## src/rtl/pri_ctrl.sv

```systemverilog
// Privileged-operation sequencer: Zicsr read-modify-write, ECALL trap entry and MRET
// trap return, driving one CSR read port and one CSR write port.
module pri_ctrl #(
  parameter int unsigned XLEN        = 64,
  parameter int unsigned ECALL_CAUSE = 11
) (
  input  logic            clk,
  input  logic            rst_n,
  input  logic            req_valid,
  output logic            req_ready,
  input  logic [1:0]      req_op,
  input  logic [2:0]      req_func3,
  input  logic [11:0]     req_csr_addr,
  input  logic [XLEN-1:0] req_rs1,
  input  logic [4:0]      req_rd_addr,
  input  logic [XLEN-1:0] req_pc,
  output logic [11:0]     csr_raddr,
  input  logic [XLEN-1:0] csr_rdata,
  output logic            csr_we,
  output logic [11:0]     csr_waddr,
  output logic [XLEN-1:0] csr_wdata,
  output logic            rd_w_o,
  output logic [4:0]      rd_addr_o,
  output logic [XLEN-1:0] rd_o,
  output logic            redirect_valid,
  output logic [XLEN-1:0] redirect_pc,
  output logic            illegal_o,
  output logic            busy
);

  localparam logic [11:0] AddrMstatus = 12'h300;
  localparam logic [11:0] AddrMtvec   = 12'h305;
  localparam logic [11:0] AddrMepc    = 12'h341;
  localparam logic [11:0] AddrMcause  = 12'h342;

  typedef enum logic [3:0] {
    StIdle,
    StCsr,
    StTEpc,
    StTCause,
    StTStat,
    StTVec,
    StMStat,
    StMEpc,
    StErr
  } state_e;

  state_e state_q, state_d;

  logic [1:0]      func_q;
  logic [11:0]     addr_q;
  logic [XLEN-1:0] rs1_q;
  logic [4:0]      rd_q;
  logic [XLEN-1:0] pc_q;

  logic accept;
  // func3[2] only selects register vs immediate operand, which decode has already resolved.
  logic unused_func3;
  assign unused_func3 = req_func3[2];

  assign req_ready = (state_q == StIdle);
  assign busy      = ~req_ready;
  assign accept    = req_valid & req_ready;

  always_ff @(posedge clk or negedge rst_n) begin
    if (!rst_n) begin
      state_q <= StIdle;
      func_q  <= '0;
      addr_q  <= '0;
      rs1_q   <= '0;
      rd_q    <= '0;
      pc_q    <= '0;
    end else begin
      state_q <= state_d;
      if (accept) begin
        func_q <= req_func3[1:0];
        addr_q <= req_csr_addr;
        rs1_q  <= req_rs1;
        rd_q   <= req_rd_addr;
        pc_q   <= req_pc;
      end
    end
  end

  always_comb begin
    state_d = state_q;
    unique case (state_q)
      StIdle: begin
        if (accept) begin
          if (req_op == 2'b00 && req_func3[1:0] != 2'b00) begin
            state_d = StCsr;
          end else if (req_op == 2'b01) begin
            state_d = StTEpc;
          end else if (req_op == 2'b10) begin
            state_d = StMStat;
          end else begin
            state_d = StErr;
          end
        end
      end
      StTEpc:   state_d = StTCause;
      StTCause: state_d = StTStat;
      StTStat:  state_d = StTVec;
      StMStat:  state_d = StMEpc;
      StCsr, StTVec, StMEpc, StErr: state_d = StIdle;
      default:  state_d = StIdle;
    endcase
  end

  logic [XLEN-1:0] stat_v;

  always_comb begin
    csr_raddr      = '0;
    csr_we         = 1'b0;
    csr_waddr      = '0;
    csr_wdata      = '0;
    rd_w_o         = 1'b0;
    rd_addr_o      = '0;
    rd_o           = '0;
    redirect_valid = 1'b0;
    redirect_pc    = '0;
    illegal_o      = 1'b0;
    stat_v         = csr_rdata;
    unique case (state_q)
      StCsr: begin
        csr_raddr = addr_q;
        csr_we    = 1'b1;
        csr_waddr = addr_q;
        case (func_q)
          2'b10:   csr_wdata = csr_rdata | rs1_q;
          2'b11:   csr_wdata = csr_rdata & ~rs1_q;
          default: csr_wdata = rs1_q;
        endcase
        rd_w_o    = 1'b1;
        rd_addr_o = rd_q;
        rd_o      = csr_rdata;
      end
      StTEpc: begin
        csr_we    = 1'b1;
        csr_waddr = AddrMepc;
        csr_wdata = pc_q;
      end
      StTCause: begin
        csr_we    = 1'b1;
        csr_waddr = AddrMcause;
        csr_wdata = XLEN'(ECALL_CAUSE);
      end
      StTStat: begin
        // Trap entry: stash MIE in MPIE, disable interrupts, record M-mode as previous.
        csr_raddr     = AddrMstatus;
        stat_v[7]     = csr_rdata[3];
        stat_v[3]     = 1'b0;
        stat_v[12:11] = 2'b11;
        csr_we        = 1'b1;
        csr_waddr     = AddrMstatus;
        csr_wdata     = stat_v;
      end
      StTVec: begin
        csr_raddr      = AddrMtvec;
        redirect_valid = 1'b1;
        redirect_pc    = {csr_rdata[XLEN-1:2], 2'b00};
      end
      StMStat: begin
        csr_raddr     = AddrMstatus;
        stat_v[3]     = csr_rdata[7];
        stat_v[7]     = 1'b1;
        stat_v[12:11] = 2'b11;
        csr_we        = 1'b1;
        csr_waddr     = AddrMstatus;
        csr_wdata     = stat_v;
      end
      StMEpc: begin
        csr_raddr      = AddrMepc;
        redirect_valid = 1'b1;
        redirect_pc    = csr_rdata;
      end
      StErr:   illegal_o = 1'b1;
      default: ;
    endcase
  end

endmodule

```

## config.mk

```make
export PLATFORM = sky130hd
export DESIGN_NAME = pri_ctrl
export DESIGN_NICKNAME = d
export VERILOG_FILES = /design/src/rtl/pri_ctrl.sv
export SDC_FILE = /design/constraint.sdc
export NUM_CORES = 1
export LEC_CHECK = 0
export ABC_AREA = 1
export ABC_CLOCK_PERIOD_IN_PS = 1700
export BUFFER_PORTS_ARGS = -buffer_cell sky130_fd_sc_hd__buf_2
export CAP_MARGIN = 20
export CELL_PAD_IN_SITES_DETAIL_PLACEMENT = 0
export CELL_PAD_IN_SITES_GLOBAL_PLACEMENT = 1
export CORE_ASPECT_RATIO = 1.75
export CORE_MARGIN = 3
export CORE_UTILIZATION = 28
export DETAILED_ROUTE_END_ITERATION = 10
export GPL_ROUTABILITY_DRIVEN = 0
export PLACE_DENSITY_LB_ADDON = 0.25
export SYNTH_ARGS = -nofsm -noshare
export SYNTH_HDL_FRONTEND = slang
export SYNTH_SLANG_ARGS = --single-unit
```

## constraint.sdc

```tcl
create_clock -name clk -period 1.7 [get_ports clk]
set_clock_uncertainty 0.15 [all_clocks]
set_input_delay 0.425 -clock clk [delete_from_list [all_inputs] [get_ports clk]]
set_output_delay 0.425 -clock clk [all_outputs]
set_load 0.1 [all_outputs]
```

# Word level (Yosys, flattened, before mapping)
# Cells that the tools add are included.
# Widths: inputs -> output; s select.
# word_totals
ff_bits,151
out_inout_bits,227
# op_classes
eq_ne,13
n_mux,16
bitwise,5
n_reduce_logical,7
# ops
cell,count
$pmux 64 s5,1
$pmux 64 s2,2
$pmux 12 s4,2
$and 64x64->64,1
$mux 64,1
$not 64->64,1
$or 64x64->64,1
$pmux 4 s5,1
$eq 4x3->1 const B,4
$mux 4,4
$eq 4x2->1 const B,2
$eq 2x2->1 const B,3
$mux 5,1
$reduce_or 5->1,1
$eq 4x1->1 const B,1
$eq 4x4->1 const B,1
$logic_not 4->1,1
$mux 1,4
$reduce_or 2->1,2
$eq 2x1->1 const B,1
$logic_not 2->1,1
$ne 2x1->1 const B,1
$reduce_bool 2->1,1
$and 1x1->1,1
other kinds (2),2

# Longest topological paths before layout
# Gate-level depths: netlist of the first run.
# logic_depth
depth_word,6
mapped_depth,9

# Worst setup path before layout of the first run
# OpenSTA, ideal clock, no wires.
# synth_timing
path_type,register -> output
from,register state_q[0]
to,output illegal_o
arrival_ns,3.423
required_time_ns,1.125
setup_slack_ns,-2.298
path_stages_with_launch,3
path_cell_list,dfrtp_1 buf_2 nor4_1
# synth_between
elab_chain_len,2
# synth_lines
item,line,rtl
start: declaration,48,"state_e state_q, state_d;"
start signal: assignment,67,state_q <= StIdle;
start signal: assignment,74,state_q <= state_d;
$eq 4x4->1,124,unique case (state_q)
$mux 1,124,
end: declaration,27,"output logic illegal_o,"
# Every way passes these cells.

# Worst setup path in the final report of the first run
# layout_timing
from,register state_q[2]
to,output rd_o[31]
# layout_between
elab_chain_len,2
# layout_lines
item,line,rtl
$eq 4x1->1,124,
$mux 64,124,
end: declaration,24,"output logic [XLEN-1:0] rd_o,"
# Every way passes these cells.

==> impl_metrics.env, run 1 <==
export IMPL_h_tree_depth=4
export IMPL_grt_max_degree=36
export IMPL_die_w_um=145
export IMPL_cts_root_buffer_cell="clkbuf_16"
export IMPL_dr_total_vias=11648
export IMPL_period_share=1.51
export IMPL_min_path_type="in2reg"
export IMPL_fmax_mhz=390
export IMPL_clockBufferDepth=2
export IMPL_hold_violations=0
export IMPL_hpwl_mm=32.5
export IMPL_dr_pass1_iters=7
export IMPL_timing_slew_headroom=0.732
export IMPL_tightest_slew_ns=0.399
export IMPL_crit_fanout=8
export IMPL_dp_slack_ns=-0.520
export IMPL_yosys_warnings=0
export IMPL_synth_top_area_frac=0.401
export IMPL_multi_input_area_um2=6080
export IMPL_yosysUniqueCellTypes=20
export IMPL_grt_pass1_vias=11839
export IMPL_worstPathRequired_ns=1.12
export IMPL_first_iter_violations=555
export IMPL_setup_slack_ns=-0.866
export IMPL_finalCriticalPeriod_ns=2.57
export IMPL_drc=0
export IMPL_synth_seq_area_share=0.401
export IMPL_overflow=0
export IMPL_cts_tree="done"
export IMPL_startpoint="state_q[2]"
export IMPL_rsz0062_at_grt="true"
export IMPL_port_buffer_count=442
export IMPL_end_kind="output port"
export IMPL_status="finished, violations left"
export IMPL_drive_gt1_frac=0.489
export IMPL_setup_viol=378
export IMPL_row_count=88
export IMPL_core_um2=33000
export IMPL_rr_worst_depth=10
export IMPL_fill_cells=2861
export IMPL_hold_path_depth=3
export IMPL_slew_viol_final=0
export IMPL_p_leak_uw=0.00933
export IMPL_fin_setup_tns_ns=-226.81
export IMPL_r2r_start="state_q[3]"
export IMPL_synthTopCellsByArea="dfrtp_1, nand2_1, nand3_1, inv_1, o21ai_0"
export IMPL_critPathLaunchType="register"
export IMPL_min_from="req_pc[51]"
export IMPL_vias_per_cell=4.77
export IMPL_grtUsageTotal=0.247
export IMPL_syn_inst=1473
export IMPL_die_h_um=249
export IMPL_finalPower_uw=44700
export IMPL_peakVddDrop_v=0.00104
export IMPL_worstSetupPathType="reg2out"
export IMPL_syn_cell_area_um2=9410
export IMPL_yosys_register_bits=151
export IMPL_avgSynthCellArea_um2=6.39
export IMPL_postLayoutCoreUtil=0.596
export IMPL_post_synth_top_area_cell="dfrtp_1"
export IMPL_postRouteAntennaNets=0
export IMPL_clock_sinks=151
export IMPL_path_clk_slew_ns=0.07
export IMPL_io_pins=444
export IMPL_antenna_found_initial=13
export IMPL_wire_per_inst_um=19.3
export IMPL_dieArea_um2=35900
export IMPL_whs_ns=0.0293
export IMPL_regArea_um2=3780
export IMPL_drt_total_wl_mm=47.2
export IMPL_violations="negative setup slack"
export IMPL_area_growth_syn_to_layout_pct=109
export IMPL_cts_buffers=17
export IMPL_initial_core_util=0.285
export IMPL_nNetsFinal=2232
export IMPL_grt_pass1_wl_mm=67.7
export IMPL_max_cap_violations=0
export IMPL_arrival_ns=1.99
export IMPL_powerDensity_nw_per_um2=2270
export IMPL_worstSkewPairLatency_ns=0.44
export IMPL_syn_nets=1692
## logic make-up after synthesis
logic type | synth area share
AO/OA/AOI/OAI | 0.0815
adder cells (fa/ha/maj) | 0.00266
buffers and inverters | 0.148
flip-flops | 0.401
AND/OR/NAND/NOR | 0.366
## stage by stage
stage               cells  cell area [um2]
floorplan            1473            10300
global placement     2363            17200
detailed placement   2363            17200
CTS                  2416            18700
global route         2439            19700
finish               2440            19700
## worst paths after layout
check	endpoint	slack [ns]
worst max-delay path	rd_o[31]	-0.87
worst min-delay path	pc_q[51]	0.03
worst max register to register	rs1_q[40]	-0.40
worst min register to register	pc_q[28]	0.32
max in group asynchronous	pc_q[40]	0.58
min in group asynchronous	rs1_q[18]	0.28
## layout by cell type, fill, tap and decap left out, drive strengths merged, types with 12 or more instances in the layout
| master | instances |
|---|---|
| o21ai | 151 |
| nor2 | 159 |
| buf | 607 |
| inv | 221 |
| dfrtp | 151 |
| nand3 | 187 |
| clkbuf | 28 |
| nand2 | 498 |
| diode | 12 |
## sequential cells by signal (all words and copies together) (netlist names)
register / flops
state_q: 4
rs1_q: 64
rd_q: 5
pc_q: 64
addr_q: 12
func_q: 2
## cell usage after synthesis (all sizes together)
cell,count
dfrtp,151
nand2,498
nor2,159
clkbuf,30
inv,224
buf,68
ha,2
nand3,187
nor4,1
o21ai,151
a21oi,1
o22ai,1
## worst max-delay path, cell delays in order (launching register included)
cell and delay, ns:
dfrtp_1 0.41, inv_2 0.10, nand2_2 0.08, nor2_4 0.10, buf_12 0.18, inv_16 0.07, bufbuf_16 0.29, nor2_4 0.11
buf_12 0.18
## where the power goes
group	switching, uW	internal (uW)
logic	22300	12000
registers	1010	5330
clock network	1570	2470
## cell type report
cell class,count,share of cell area
antenna,12,0.00153
inverter,224,0.0447
sequential,151,0.192
multi-input combinational,1000,0.309
timing repair buffer,619,0.396
clock inverter,8,0.00763
tap,405,0.0257
clock buffer,21,0.0229
## timing repair
| action | in CTS | in global routing |
|---|---|---|
| gates cloned | 9 | 7 |
| pin swaps | 17 | 47 |
| setup endpoints to repair | 378 | 378 |
| hold endpoints to repair | 23 | 0 |
| hold buffers | 4 | 0 |
| gates resized for setup | 164 | 203 |
| buffers inserted | 11 | 6 |
## layer usage
metal  part of all wire  vias up  track usage
met1               0.35     5599        0.261
met5            0.00015        -            0
met4              0.031        2       0.0982
li1                   -     5582            -
met3              0.057       67       0.0510
met2               0.57      398        0.463
Power figures use the tool's default switching activity.
==> run 2, diff against run 1 <==
REMOVE_ABC_BUFFERS = 1   (was not set)
==> run 2 against run 1 <==
The run still ends with negative setup slack left. Setup slack got worse by 0.0089 ns. Final area decreased by 2.9%. Die area unchanged. Cell count increased by 0.45%. Core utilization decreased by 1.7 points. Sequential power decreased by 2%. Critical path depth increased by 1. Hold slack improved by 0.0023 ns. Combinational power decreased by 3%. Largest power group unchanged. Highest routed layer unchanged.
==> impl_metrics.env, run 2 (same netlist as run 1, synthesis figures left out) <==
export IMPL_drive_gt1_frac=0.454
export IMPL_period_share=1.51
export IMPL_io_pins=444
export IMPL_port_buffer_count=442
export IMPL_grt_max_degree=49
export IMPL_dp_slack_ns=-0.421
export IMPL_hold_violations=0
export IMPL_swShare=0.554
export IMPL_clockBufferDepth=2
export IMPL_cts_root_buffer_cell="clkbuf_16"
export IMPL_peakVddDrop_v=0.00225
export IMPL_grtUsageTotal=0.236
export IMPL_p_switching_uw=24200
export IMPL_nNetsFinal=2232
export IMPL_critPathSlowestCell="dfrtp_1"
export IMPL_violations="negative setup slack"
export IMPL_dr_pass1_iters=5
export IMPL_design_area_um2=19100
export IMPL_clock_sinks=151
export IMPL_rsz0062_at_grt="true"
export IMPL_hpwl_mm=30.8
export IMPL_worstPathRequired_ns=1.12
export IMPL_p_int_uw=19400
export IMPL_die_h_um=249
export IMPL_seqPwrFrac=0.142
export IMPL_critical_path_max_stage_delay_ns=0.39
export IMPL_p_clk_frac=0.095
export IMPL_whs_ns=0.0316
export IMPL_grt_pass1_wl_mm=65.1
export IMPL_critPathLaunchType="register"
export IMPL_postRouteAntennaNets=0
export IMPL_vias_per_cell=4.78
export IMPL_row_count=88
export IMPL_worstSkewPairLatency_ns=0.44
export IMPL_fmax_mhz=388
export IMPL_h_tree_depth=4
export IMPL_dr_total_vias=11708
export IMPL_min_path_type="in2reg"
export IMPL_postLayoutCoreUtil=0.579
export IMPL_top_regs="pc_q (64), rs1_q (64), addr_q (12)"
export IMPL_drc=0
export IMPL_die_w_um=145
export IMPL_initial_core_util=0.285
export IMPL_worstSetupPathType="reg2out"
export IMPL_area_growth_syn_to_layout_pct=103
export IMPL_dieArea_um2=35900
export IMPL_drt_total_wl_mm=46.7
export IMPL_wire_per_inst_um=19.1
export IMPL_overflow=0
export IMPL_placed_cell_area_um2=16400
export IMPL_slew_viol_final=0
export IMPL_setup_slack_ns=-0.875
export IMPL_final_cell_mix="nand2_1, buf_12, buf_2"
export IMPL_setup_viol=378
export IMPL_p_comb_frac=0.763
export IMPL_timing_slew_headroom=0.783
export IMPL_p_leak_uw=0.00931
export IMPL_dp_cells=2358
export IMPL_finalCriticalPeriod_ns=2.57
export IMPL_crit_chain="inv_1 > nand2_2 > nor2_4 > buf_6 > inv_8 > buf_16 > buf_12 > nor2_4 > buf_12"
export IMPL_crit_fanout=16
export IMPL_tightest_slew_ns=0.325
export IMPL_max_cap_violations=0
export IMPL_core_um2=33000
export IMPL_cp_num_buf_inv=6
export IMPL_grt_pass1_vias=11506
export IMPL_end_kind="output port"
export IMPL_path_clk_slew_ns=0.07
export IMPL_first_iter_violations=659
export IMPL_powerDensity_nw_per_um2=2280
export IMPL_status="finished, violations left"
export IMPL_cts_tree="done"
export IMPL_arrival_ns=2.00
export IMPL_antenna_found_initial=22
export IMPL_instances_no_fill=2451
export IMPL_final_common_cell="nand2_1"
export IMPL_cpLargestDelayFamily="buffers and inverters"
export IMPL_cts_buffers=17
## run 2: cell count changes in the layout (fill, tap and decap cells not counted), moves of 31 or more
cell,previous run,this run
inv_1,175,206
nand2_4,55,9
nand3_1,133,167
inv_2,44,13
nand3_2,52,19
nand2_2,37,76
## run 2: cell type report
type	count	area [um2]
Fill cell	2940	13900
Tap cell	405	507
Clock inverter	12	175
Antenna cell	20	50.0
Clock buffer	20	457
Inverter	224	861
Sequential cell	151	3780
Timing Repair Buffer	619	7880
Multi-Input combinational cell	1000	5410
## run 2: worst reg2reg max path: cells and delay by family (launching register included)
kind | cells | cell delay, ns
buffers and inverters | 9 | 1.26
DFF | 1 | 0.39
and+or+nand+nor | 5 | 0.45
## run 2: metal layers
| layer | track usage | wire length, um | up-vias |
|---|---|---|---|
| met5 | 0 | 21 | - |
| met3 | 0.0591 | 3250 | 100 |
| met2 | 0.421 | 25100 | 448 |
| li1 | - | - | 5603 |
| met1 | 0.257 | 16300 | 5553 |
| met4 | 0.109 | 1980 | 4 |
## run 2: power groups by stage
stage	clock [uW]	combinational [uW]	sequential, uW
floorplan	0	17500	6030
global placement	0	29500	6130
detailed placement	0	29700	6210
CTS	4220	31300	6160
global route	4360	34800	6370
finish	4130	33300	6200
## run 2: path summary, 6_finish.rpt
| kind | start | endpoint | slack [ns] | cells past startpoint |
|---|---|---|---|---|
| max | state_q[3] | rd_o[49] | -0.87 | 9 |
| min | req_pc[22] | pc_q[22] | 0.03 | 3 |
| max reg2reg | state_q[2] | pc_q[10] | -0.66 | 14 |
| min reg2reg | pc_q[7] | pc_q[7] | 0.32 | 2 |
| max in group asynchronous | rst_n | addr_q[10] | 0.55 | 3 |
| min in group asynchronous | rst_n | rs1_q[49] | 0.29 | 2 |
## run 2: repair_timing
item,in CTS,in global routing
pin swaps,8,23
hold buffers,1,0
cloned,6,16
gates resized for setup,247,149
endpoints found under the hold margin,21,0
buffers inserted,5,14
setup endpoints to repair,373,376
## run 2: per-stage QoR
| stage | TNS, ns | power (uW) |
|---|---|---|
| 6_report | -267.17 | 43700 |
| 5_1_grt | -300.94 | 45600 |
| 4_1_cts | -206.49 | 41700 |
| 3_5_place_dp | -108.32 | 35900 |
| 3_3_place_gp | -100.29 | 35600 |
| 2_1_floorplan | -1215.05 | 23500 |
